### config.mk
export PLATFORM = sky130hd
export DESIGN_NAME = sysarr_row_loader_flat
export DESIGN_NICKNAME = d
export VERILOG_FILES = /design/src/rtl/sysarr_row_loader_if.sv /design/src/rtl/sysarr_row_loader.sv /design/src/flat_wrapper.sv
export SDC_FILE = /design/constraint.sdc
export NUM_CORES = 1
export LEC_CHECK = 0
export CAP_MARGIN = 20
export CORE_ASPECT_RATIO = 1.4
export CORE_MARGIN = 2
export CORE_UTILIZATION = 52
export DETAILED_ROUTE_END_ITERATION = 10
export GPL_TIMING_DRIVEN = 0
export PLACE_DENSITY = 0.86
export SYNTH_ARGS = -nofsm -noshare
export SYNTH_HDL_FRONTEND = slang
export SYNTH_SLANG_ARGS = --single-unit
### constraint.sdc
create_clock -name clk -period 6.8 [get_ports clk]
set_input_delay 1.36 -clock clk [delete_from_list [all_inputs] [get_ports clk]]
set_output_delay 1.36 -clock clk [all_outputs]
set_load 0.02 [all_outputs]
### src/rtl/sysarr_row_loader_if.sv
// rtl/sysarr_row_loader_if.sv - scratchpad read port: pipelined in-order request/response
interface sysarr_row_loader_if #(
    parameter int AW = 32,
    parameter int N  = 4,
    parameter int DW = 16
) ();
    logic              mem_req_valid;
    logic              mem_req_ready;
    logic [AW-1:0]     mem_req_addr;
    logic              mem_rsp_valid;
    logic [N*DW-1:0]   mem_rsp_data;

    modport master (
        output mem_req_valid,
        output mem_req_addr,
        input  mem_req_ready,
        input  mem_rsp_valid,
        input  mem_rsp_data
    );

    modport slave (
        input  mem_req_valid,
        input  mem_req_addr,
        output mem_req_ready,
        output mem_rsp_valid,
        output mem_rsp_data
    );
endinterface

### src/rtl/sysarr_row_loader.sv
// rtl/sysarr_row_loader.sv - GEMM row sequencer: scratchpad reads to systolic array row strobes
// Optional stall counter output perf_stall_cycles under `define SYSARR_ROW_LOADER_PERF_EN.
module sysarr_row_loader #(
    parameter int N          = 4,
    parameter int DW         = 16,
    parameter int AW         = 32,
    parameter int ROW_STRIDE = 64,
    parameter int MAX_OUT    = 4,
    localparam int RW        = (N > 1) ? $clog2(N) : 1
) (
    input  logic              clk,
    input  logic              nRST,
    input  logic              req_valid,
    output logic              req_ready,
    input  logic              req_load_w,
    input  logic [AW-1:0]     req_w_addr,
    input  logic [AW-1:0]     req_in_addr,
    input  logic [AW-1:0]     req_ps_addr,
    sysarr_row_loader_if.master mem,
    input  logic              fifo_has_space,
    output logic              weight_en,
    output logic              input_en,
    output logic              partial_en,
    output logic [RW-1:0]     row_in_en,
    output logic [RW-1:0]     row_ps_en,
    output logic [N*DW-1:0]   row_data,
    output logic              busy,
    output logic              err_rsp
`ifdef SYSARR_ROW_LOADER_PERF_EN
    ,
    output logic [31:0]       perf_stall_cycles
`endif
);
    localparam int PW = $clog2(MAX_OUT);
    localparam int CW = $clog2(MAX_OUT) + 1;
    localparam int TW = RW + 2;

    localparam logic [1:0] TY_W  = 2'd0;
    localparam logic [1:0] TY_IN = 2'd1;
    localparam logic [1:0] TY_PS = 2'd2;

    typedef enum logic [2:0] {
        S_IDLE, S_WAIT_W, S_ISSUE_W, S_WAIT_SPACE, S_ISSUE_IN, S_ISSUE_PS, S_DRAIN
    } state_t;

    state_t          r_state, w_next;
    logic            r_load_w;
    logic [AW-1:0]   r_w_base, r_in_base, r_ps_base;
    logic [RW-1:0]   r_row;
    logic [TW-1:0]   r_tag_mem [MAX_OUT];
    logic [PW-1:0]   r_wptr, r_rptr;
    logic [CW-1:0]   r_count;

    logic            w_issuing, w_full, w_empty, w_push, w_pop, w_last_row;
    logic [AW-1:0]   w_base;
    logic [1:0]      w_type;
    logic [TW-1:0]   w_tag_rd;

    always_comb begin
        w_issuing  = (r_state == S_ISSUE_W) || (r_state == S_ISSUE_IN) || (r_state == S_ISSUE_PS);
        w_full     = (r_count == CW'(MAX_OUT));
        w_empty    = (r_count == '0);
        w_push     = mem.mem_req_valid & mem.mem_req_ready;
        w_pop      = mem.mem_rsp_valid & ~w_empty;
        w_last_row = (r_row == RW'(N - 1));
        w_tag_rd   = r_tag_mem[r_rptr];
        case (r_state)
            S_ISSUE_W:  begin w_base = r_w_base;  w_type = TY_W;  end
            S_ISSUE_PS: begin w_base = r_ps_base; w_type = TY_PS; end
            default:    begin w_base = r_in_base; w_type = TY_IN; end
        endcase
    end

    always_ff @(posedge clk or negedge nRST) begin
        if (!nRST) r_state <= S_IDLE;
        else       r_state <= w_next;
    end

    always_comb begin
        w_next = r_state;
        case (r_state)
            S_IDLE:       if (req_valid) w_next = req_load_w ? S_WAIT_W : S_WAIT_SPACE;
            S_WAIT_W:     if (w_empty) w_next = S_ISSUE_W;
            S_ISSUE_W:    if (w_push && w_last_row) w_next = S_WAIT_SPACE;
            S_WAIT_SPACE: if (fifo_has_space) w_next = S_ISSUE_IN;
            S_ISSUE_IN:   if (w_push && w_last_row) w_next = S_ISSUE_PS;
            S_ISSUE_PS:   if (w_push && w_last_row) w_next = S_DRAIN;
            S_DRAIN:      if (w_empty) w_next = S_IDLE;
            default:      w_next = S_IDLE;
        endcase
    end

    // Address depends only on registered state, so it holds until the request is taken.
    always_comb begin
        req_ready         = (r_state == S_IDLE);
        mem.mem_req_valid = w_issuing & ~w_full;
        mem.mem_req_addr  = w_base + (AW'(r_row) * AW'(ROW_STRIDE));
        busy              = (r_state != S_IDLE) | ~w_empty;
    end

    always_ff @(posedge clk or negedge nRST) begin
        if (!nRST) begin
            r_load_w  <= 1'b0;
            r_w_base  <= '0;
            r_in_base <= '0;
            r_ps_base <= '0;
            r_row     <= '0;
            r_wptr    <= '0;
            r_rptr    <= '0;
            r_count   <= '0;
            for (int i = 0; i < MAX_OUT; i++) r_tag_mem[i] <= '0;
        end else begin
            if (r_state == S_IDLE && req_valid) begin
                r_load_w  <= req_load_w;
                r_w_base  <= req_w_addr;
                r_in_base <= req_in_addr;
                r_ps_base <= req_ps_addr;
                r_row     <= '0;
            end
            if (w_push) begin
                r_row              <= w_last_row ? '0 : r_row + RW'(1);
                r_tag_mem[r_wptr]  <= {w_type, r_row};
                r_wptr             <= r_wptr + PW'(1);
            end
            if (w_pop) r_rptr <= r_rptr + PW'(1);
            case ({w_push, w_pop})
                2'b10:   r_count <= r_count + CW'(1);
                2'b01:   r_count <= r_count - CW'(1);
                default: r_count <= r_count;
            endcase
        end
    end

    always_ff @(posedge clk or negedge nRST) begin
        if (!nRST) begin
            weight_en  <= 1'b0;
            input_en   <= 1'b0;
            partial_en <= 1'b0;
            row_in_en  <= '0;
            row_ps_en  <= '0;
            row_data   <= '0;
            err_rsp    <= 1'b0;
        end else begin
            weight_en  <= 1'b0;
            input_en   <= 1'b0;
            partial_en <= 1'b0;
            row_in_en  <= '0;
            row_ps_en  <= '0;
            if (w_pop) begin
                row_data <= mem.mem_rsp_data;
                case (w_tag_rd[TW-1 -: 2])
                    TY_W:    begin weight_en  <= 1'b1; row_in_en <= w_tag_rd[RW-1:0]; end
                    TY_IN:   begin input_en   <= 1'b1; row_in_en <= w_tag_rd[RW-1:0]; end
                    default: begin partial_en <= 1'b1; row_ps_en <= w_tag_rd[RW-1:0]; end
                endcase
            end
            if (mem.mem_rsp_valid && w_empty) err_rsp <= 1'b1;
        end
    end

`ifdef SYSARR_ROW_LOADER_PERF_EN
    logic w_stall;
    always_comb begin
        w_stall = ((r_state == S_WAIT_SPACE) && !fifo_has_space)
                | (w_issuing && mem.mem_req_valid && !mem.mem_req_ready)
                | (w_issuing && w_full);
    end

    always_ff @(posedge clk or negedge nRST) begin
        if (!nRST)                                 perf_stall_cycles <= '0;
        else if (w_stall && ~&perf_stall_cycles)   perf_stall_cycles <= perf_stall_cycles + 32'd1;
    end
`endif
endmodule

### src/flat_wrapper.sv
// flat-port wrapper written by rule: the top's interface ports become plain ports
module sysarr_row_loader_flat 
#(
    parameter int N          = 4,
    parameter int DW         = 16,
    parameter int AW         = 32,
    parameter int ROW_STRIDE = 64,
    parameter int MAX_OUT    = 4,
    localparam int RW        = (N > 1) ? $clog2(N) : 1
)
  (clk, nRST, req_valid, req_ready, req_load_w, req_w_addr, req_in_addr, req_ps_addr, fifo_has_space, weight_en, input_en, partial_en, row_in_en, row_ps_en, row_data, busy, err_rsp, mem_mem_req_valid, mem_mem_req_addr, mem_mem_req_ready, mem_mem_rsp_valid, mem_mem_rsp_data);
  sysarr_row_loader_if #(.AW(AW), .N(N), .DW(DW)) mem_i ();
  input  logic clk;
  input  logic nRST;
  input  logic req_valid;
  output logic req_ready;
  input  logic req_load_w;
  input  logic [AW-1:0] req_w_addr;
  input  logic [AW-1:0] req_in_addr;
  input  logic [AW-1:0] req_ps_addr;
  input  logic fifo_has_space;
  output logic weight_en;
  output logic input_en;
  output logic partial_en;
  output logic [RW-1:0] row_in_en;
  output logic [RW-1:0] row_ps_en;
  output logic [N*DW-1:0] row_data;
  output logic busy;
  output logic err_rsp;
  output wire logic [$bits(mem_i.mem_req_valid)-1:0] mem_mem_req_valid;
  output wire logic [$bits(mem_i.mem_req_addr)-1:0] mem_mem_req_addr;
  input wire logic [$bits(mem_i.mem_req_ready)-1:0] mem_mem_req_ready;
  input wire logic [$bits(mem_i.mem_rsp_valid)-1:0] mem_mem_rsp_valid;
  input wire logic [$bits(mem_i.mem_rsp_data)-1:0] mem_mem_rsp_data;
  assign mem_mem_req_valid = mem_i.mem_req_valid;
  assign mem_mem_req_addr = mem_i.mem_req_addr;
  assign mem_i.mem_req_ready = mem_mem_req_ready;
  assign mem_i.mem_rsp_valid = mem_mem_rsp_valid;
  assign mem_i.mem_rsp_data = mem_mem_rsp_data;
  sysarr_row_loader #(.N(N), .DW(DW), .AW(AW), .ROW_STRIDE(ROW_STRIDE), .MAX_OUT(MAX_OUT)) u_core (.clk(clk), .nRST(nRST), .req_valid(req_valid), .req_ready(req_ready), .req_load_w(req_load_w), .req_w_addr(req_w_addr), .req_in_addr(req_in_addr), .req_ps_addr(req_ps_addr), .mem(mem_i), .fifo_has_space(fifo_has_space), .weight_en(weight_en), .input_en(input_en), .partial_en(partial_en), .row_in_en(row_in_en), .row_ps_en(row_ps_en), .row_data(row_data), .busy(busy), .err_rsp(err_rsp));
endmodule
==> metrics.yaml <==
worst_setup_path:
  critical_path.max_fanout: 19
  endpoint_kind: "primary output"
  critPathSlowestCell: "clkdlybuf4s50_1"
  cp.arrival_ns: 5.17
  rr_startpoint: "u_core.r_state[2]"
  cp.required_ns: 5.44
  worst-path-buf-inv: 8
  r2r_setup_slack_ns: 3.02
  worst-path-stages: 14
  reg2regPathDepth: 10
  critical_path.top_delay_family: "buffers and inverters"
  start_kind: "flip-flop"
  crit_top_cell: "buf_2"
  cp_slowest_stage_delay_ns: 0.65
  crit_type: "reg -> out"
  reg2reg_to: "u_core.r_in_base[11]"
  cp_cell_sequence: "buf_2 -> buf_2 -> buf_2 -> clkbuf_4 -> clkbuf_1 -> buf_2 -> o311a_1 -> ha_1 -> inv_1 -> fa_1 -> nand3b_1 -> or4_1 -> xnor2_1 -> clkdlybuf4s50_1"
floorplan:
  ioPinCount: 274
  die_area_mm2: 0.0193
  core_mm2: 0.0179
  start_util: 0.528
  placementRows: 58
  fp.dieH_um: 164
  die_w_um: 118
min_path:
  min_path_cells: 2
  hold_start: "u_core.row_data[12]"
  hold_end: "u_core.row_data[12]"
  hp-class: "reg -> reg"
global_route:
  grt_pass1_wl_um: 47000
  grt_pass1_vias: 9025
  overflow: 0
  grt_max_degree: 123
  antenna_found_initial: 0
  grt.total_usage: 0.315
job:
  drv_cap: 0
finish:
  fillers: 1354
  layout_commonest_cell: "nand2_1"
  multi_input_area_mm2: 0.00420
  layout-drive-gt1-share: 0.0543
  final_cell_mix: "nand2_1 (515), clkdlybuf4s50_1 (272), dfrtp_1 (196), nor3_1 (60), clkbuf_1 (38)"
  utilization: 0.735
  area_delta_synth_final_pct: 39.2
  nNetsFinal: 1581
  ff_latch_area_mm2: 0.00490
  diodes: 0
  final_cell_area_mm2: 0.0132
cts:
  max-clock-path-buffers: 2
  root_buffer: "clkbuf_16"
  cts_hold_buf: 0
  clk_pin_slew_ns: 0.07
  cts_inserted_buffers: 17
  clock_sinks: 196
  clock_latency_ns: 0.44
  htreeDepth: 4
  cts_tree: "built"
synth:
  postSynthNetCount: 1289
  post_synth.cell_area_avg_um2: 8.52
  syn_area_mm2: 0.00947
  ys_ff_latch: 196
  ys_seq_area_frac: 0.518
  ys_types: 44
  synth-warning-count: 0
  synth_cells: 1112
power:
  total_power_mw: 6.71
  p_per_area_mw_per_mm2: 509
  p_leak_nw: 6.21
  max-vdd-ir-drop_mv: 0.442
routing:
  drt-total-wl_um: 30000
  drt.antenna.violating_nets: 0
  vias_per_cell: 5.43
  post-route-drc-count: 0
  drt_iter0_drc: 600
  drt_pass1_iterations: 5
  wire_per_inst_um: 18.1
  num_vias: 8991
sta:
  slew_headroom: 0.365
  finalSetupViolations: 0
  final_hold_viol_count: 0
  fin_ws_ns: 0.268
  clock_skew_ns: 0.0107
  min_period_over_period: 0.961
  rsz0062_at_grt: "false"
  max_slew.worst_pin.slew_ns: 0.945
  max_freq_ghz: 0.153
  final_max_slew_viol_count: 0
  min_period_ns: 6.53
placed_design:
  numPortBuffers: 273
  place_congestion: 0.943
  place_area_mm2: 0.0125
  dp_slack_ns: 0.464
  hpwl_um: 22500
outcome:
  status: "finished, final reports clean"
[kinds of logic (layout without fill, tap and decap cells)]
family,count (synthesis),in the layout,synth area share
XOR/XNOR,30,30,0.0277
flip-flops,196,196,0.518
buffers and inverters,85,390,0.0384
multiplexers,16,16,0.0234
adder cells (fa/ha/maj),10,10,0.0148
AO/OA/AOI/OAI,118,118,0.0879
AND/OR/NAND/NOR,657,657,0.290
[registers in the layout, indices dropped and copies added (netlist names), 3 cells and up]
| name | count |
|---|---|
| u_core.r_w_base | 32 |
| u_core.r_tag_mem | 16 |
| u_core.r_in_base | 32 |
| u_core.r_ps_base | 32 |
| u_core.r_state | 3 |
| u_core.row_data | 64 |
| u_core.r_count | 3 |
[routing by layer]
layer	vias to the layer above	share of wire	GRT usage
li1	4216	-	-
met1	4233	0.37	0.351
met2	438	0.51	0.553
met3	104	0.075	0.0712
met4	0	0.054	0.182
met5	-	0	0
[worst max-delay path by stage]
stage / from / to / slack, ns
finish: u_core.r_state[2] / mem_mem_req_addr[20] / 0.27
global placement: nRST / u_core.r_w_base[16] / -3.52
detailed placement: u_core.r_state[2] / mem_mem_req_addr[20] / 0.46
global route: u_core.r_state[2] / mem_mem_req_addr[20] / 0.06
floorplan: u_core.r_state[2] / mem_mem_req_addr[20] / 1.76
CTS: u_core.r_state[2] / mem_mem_req_addr[20] / 0.02
[stage by stage]
step / std cells / hold WS, ns / TNS (ns)
after floorplan: 1112 / 0.445 / 0
after global placement: 1625 / 0.457 / -686.07
after detailed placement: 1626 / 0.462 / 0
after CTS: 1658 / 0.481 / 0
after global routing: 1657 / 0.496 / 0
final: 1657 / 0.476 / 0
[tightest hold or removal path: stages (launching register included)]
cell and delay [ns]:
dfrtp_1 0.35, nand2_1 0.05, nand2_1 0.05
[final cells by class]
cell class	instances	area share
multi-input combinational	831	0.319
sequential	196	0.372
tap	240	0.0228
buffer	72	0.0242
clock buffer	18	0.0333
clock inverter	14	0.0156
inverter	12	0.00342
timing repair buffer	274	0.210
[power breakdown]
| group | internal (mW) | leakage (nW) | switching, mW | total [mW] |
|---|---|---|---|---|
| Combinational | 1.58 | 3.45 | 2.05 | 3.63 |
| Clock | 0.579 | 0.314 | 0.504 | 1.08 |
| Sequential | 1.64 | 2.44 | 0.357 | 2.00 |
[synthesized netlist by cell type (all sizes together)]
master / count / area, um2
a21oi: 4 / 20.0
nand3b: 1 / 7.51
dfrtp: 196 / 4900
or4: 1 / 7.51
a211o: 17 / 149
a222oi: 1 / 10.0
clkbuf: 40 / 150
o21ai: 24 / 120
clkinv: 1 / 3.75
mux2: 9 / 101
o22ai: 32 / 200
nor2: 12 / 45.0
or3b: 1 / 8.76
nor3: 60 / 300
mux4: 4 / 90.1
and2: 7 / 43.8
inv: 11 / 41.3
o31ai: 6 / 45.0
nand2: 515 / 1930
a32oi: 1 / 8.76
ha: 8 / 100
a21o: 2 / 15.0
o21a: 17 / 128
or3: 5 / 31.3
nand4: 1 / 12.5
nand3: 3 / 15.0
o311a: 8 / 80.1
xnor2: 23 / 201
a221o: 3 / 30.0
nor4: 9 / 75.1
nand2b: 9 / 58.8
o311ai: 2 / 17.5
and3: 2 / 12.5
a221oi: 1 / 8.76
mux2i: 3 / 30.0
buf: 33 / 169
fa: 2 / 40.0
or2: 1 / 6.26
nor2b: 30 / 188
xor2: 7 / 61.3
[repair_timing]
action,in CTS,in global routing
setup buffers,0,0
setup endpoints to repair,1,6
resized for setup,1,1
(Power assumes the default switching activity.)
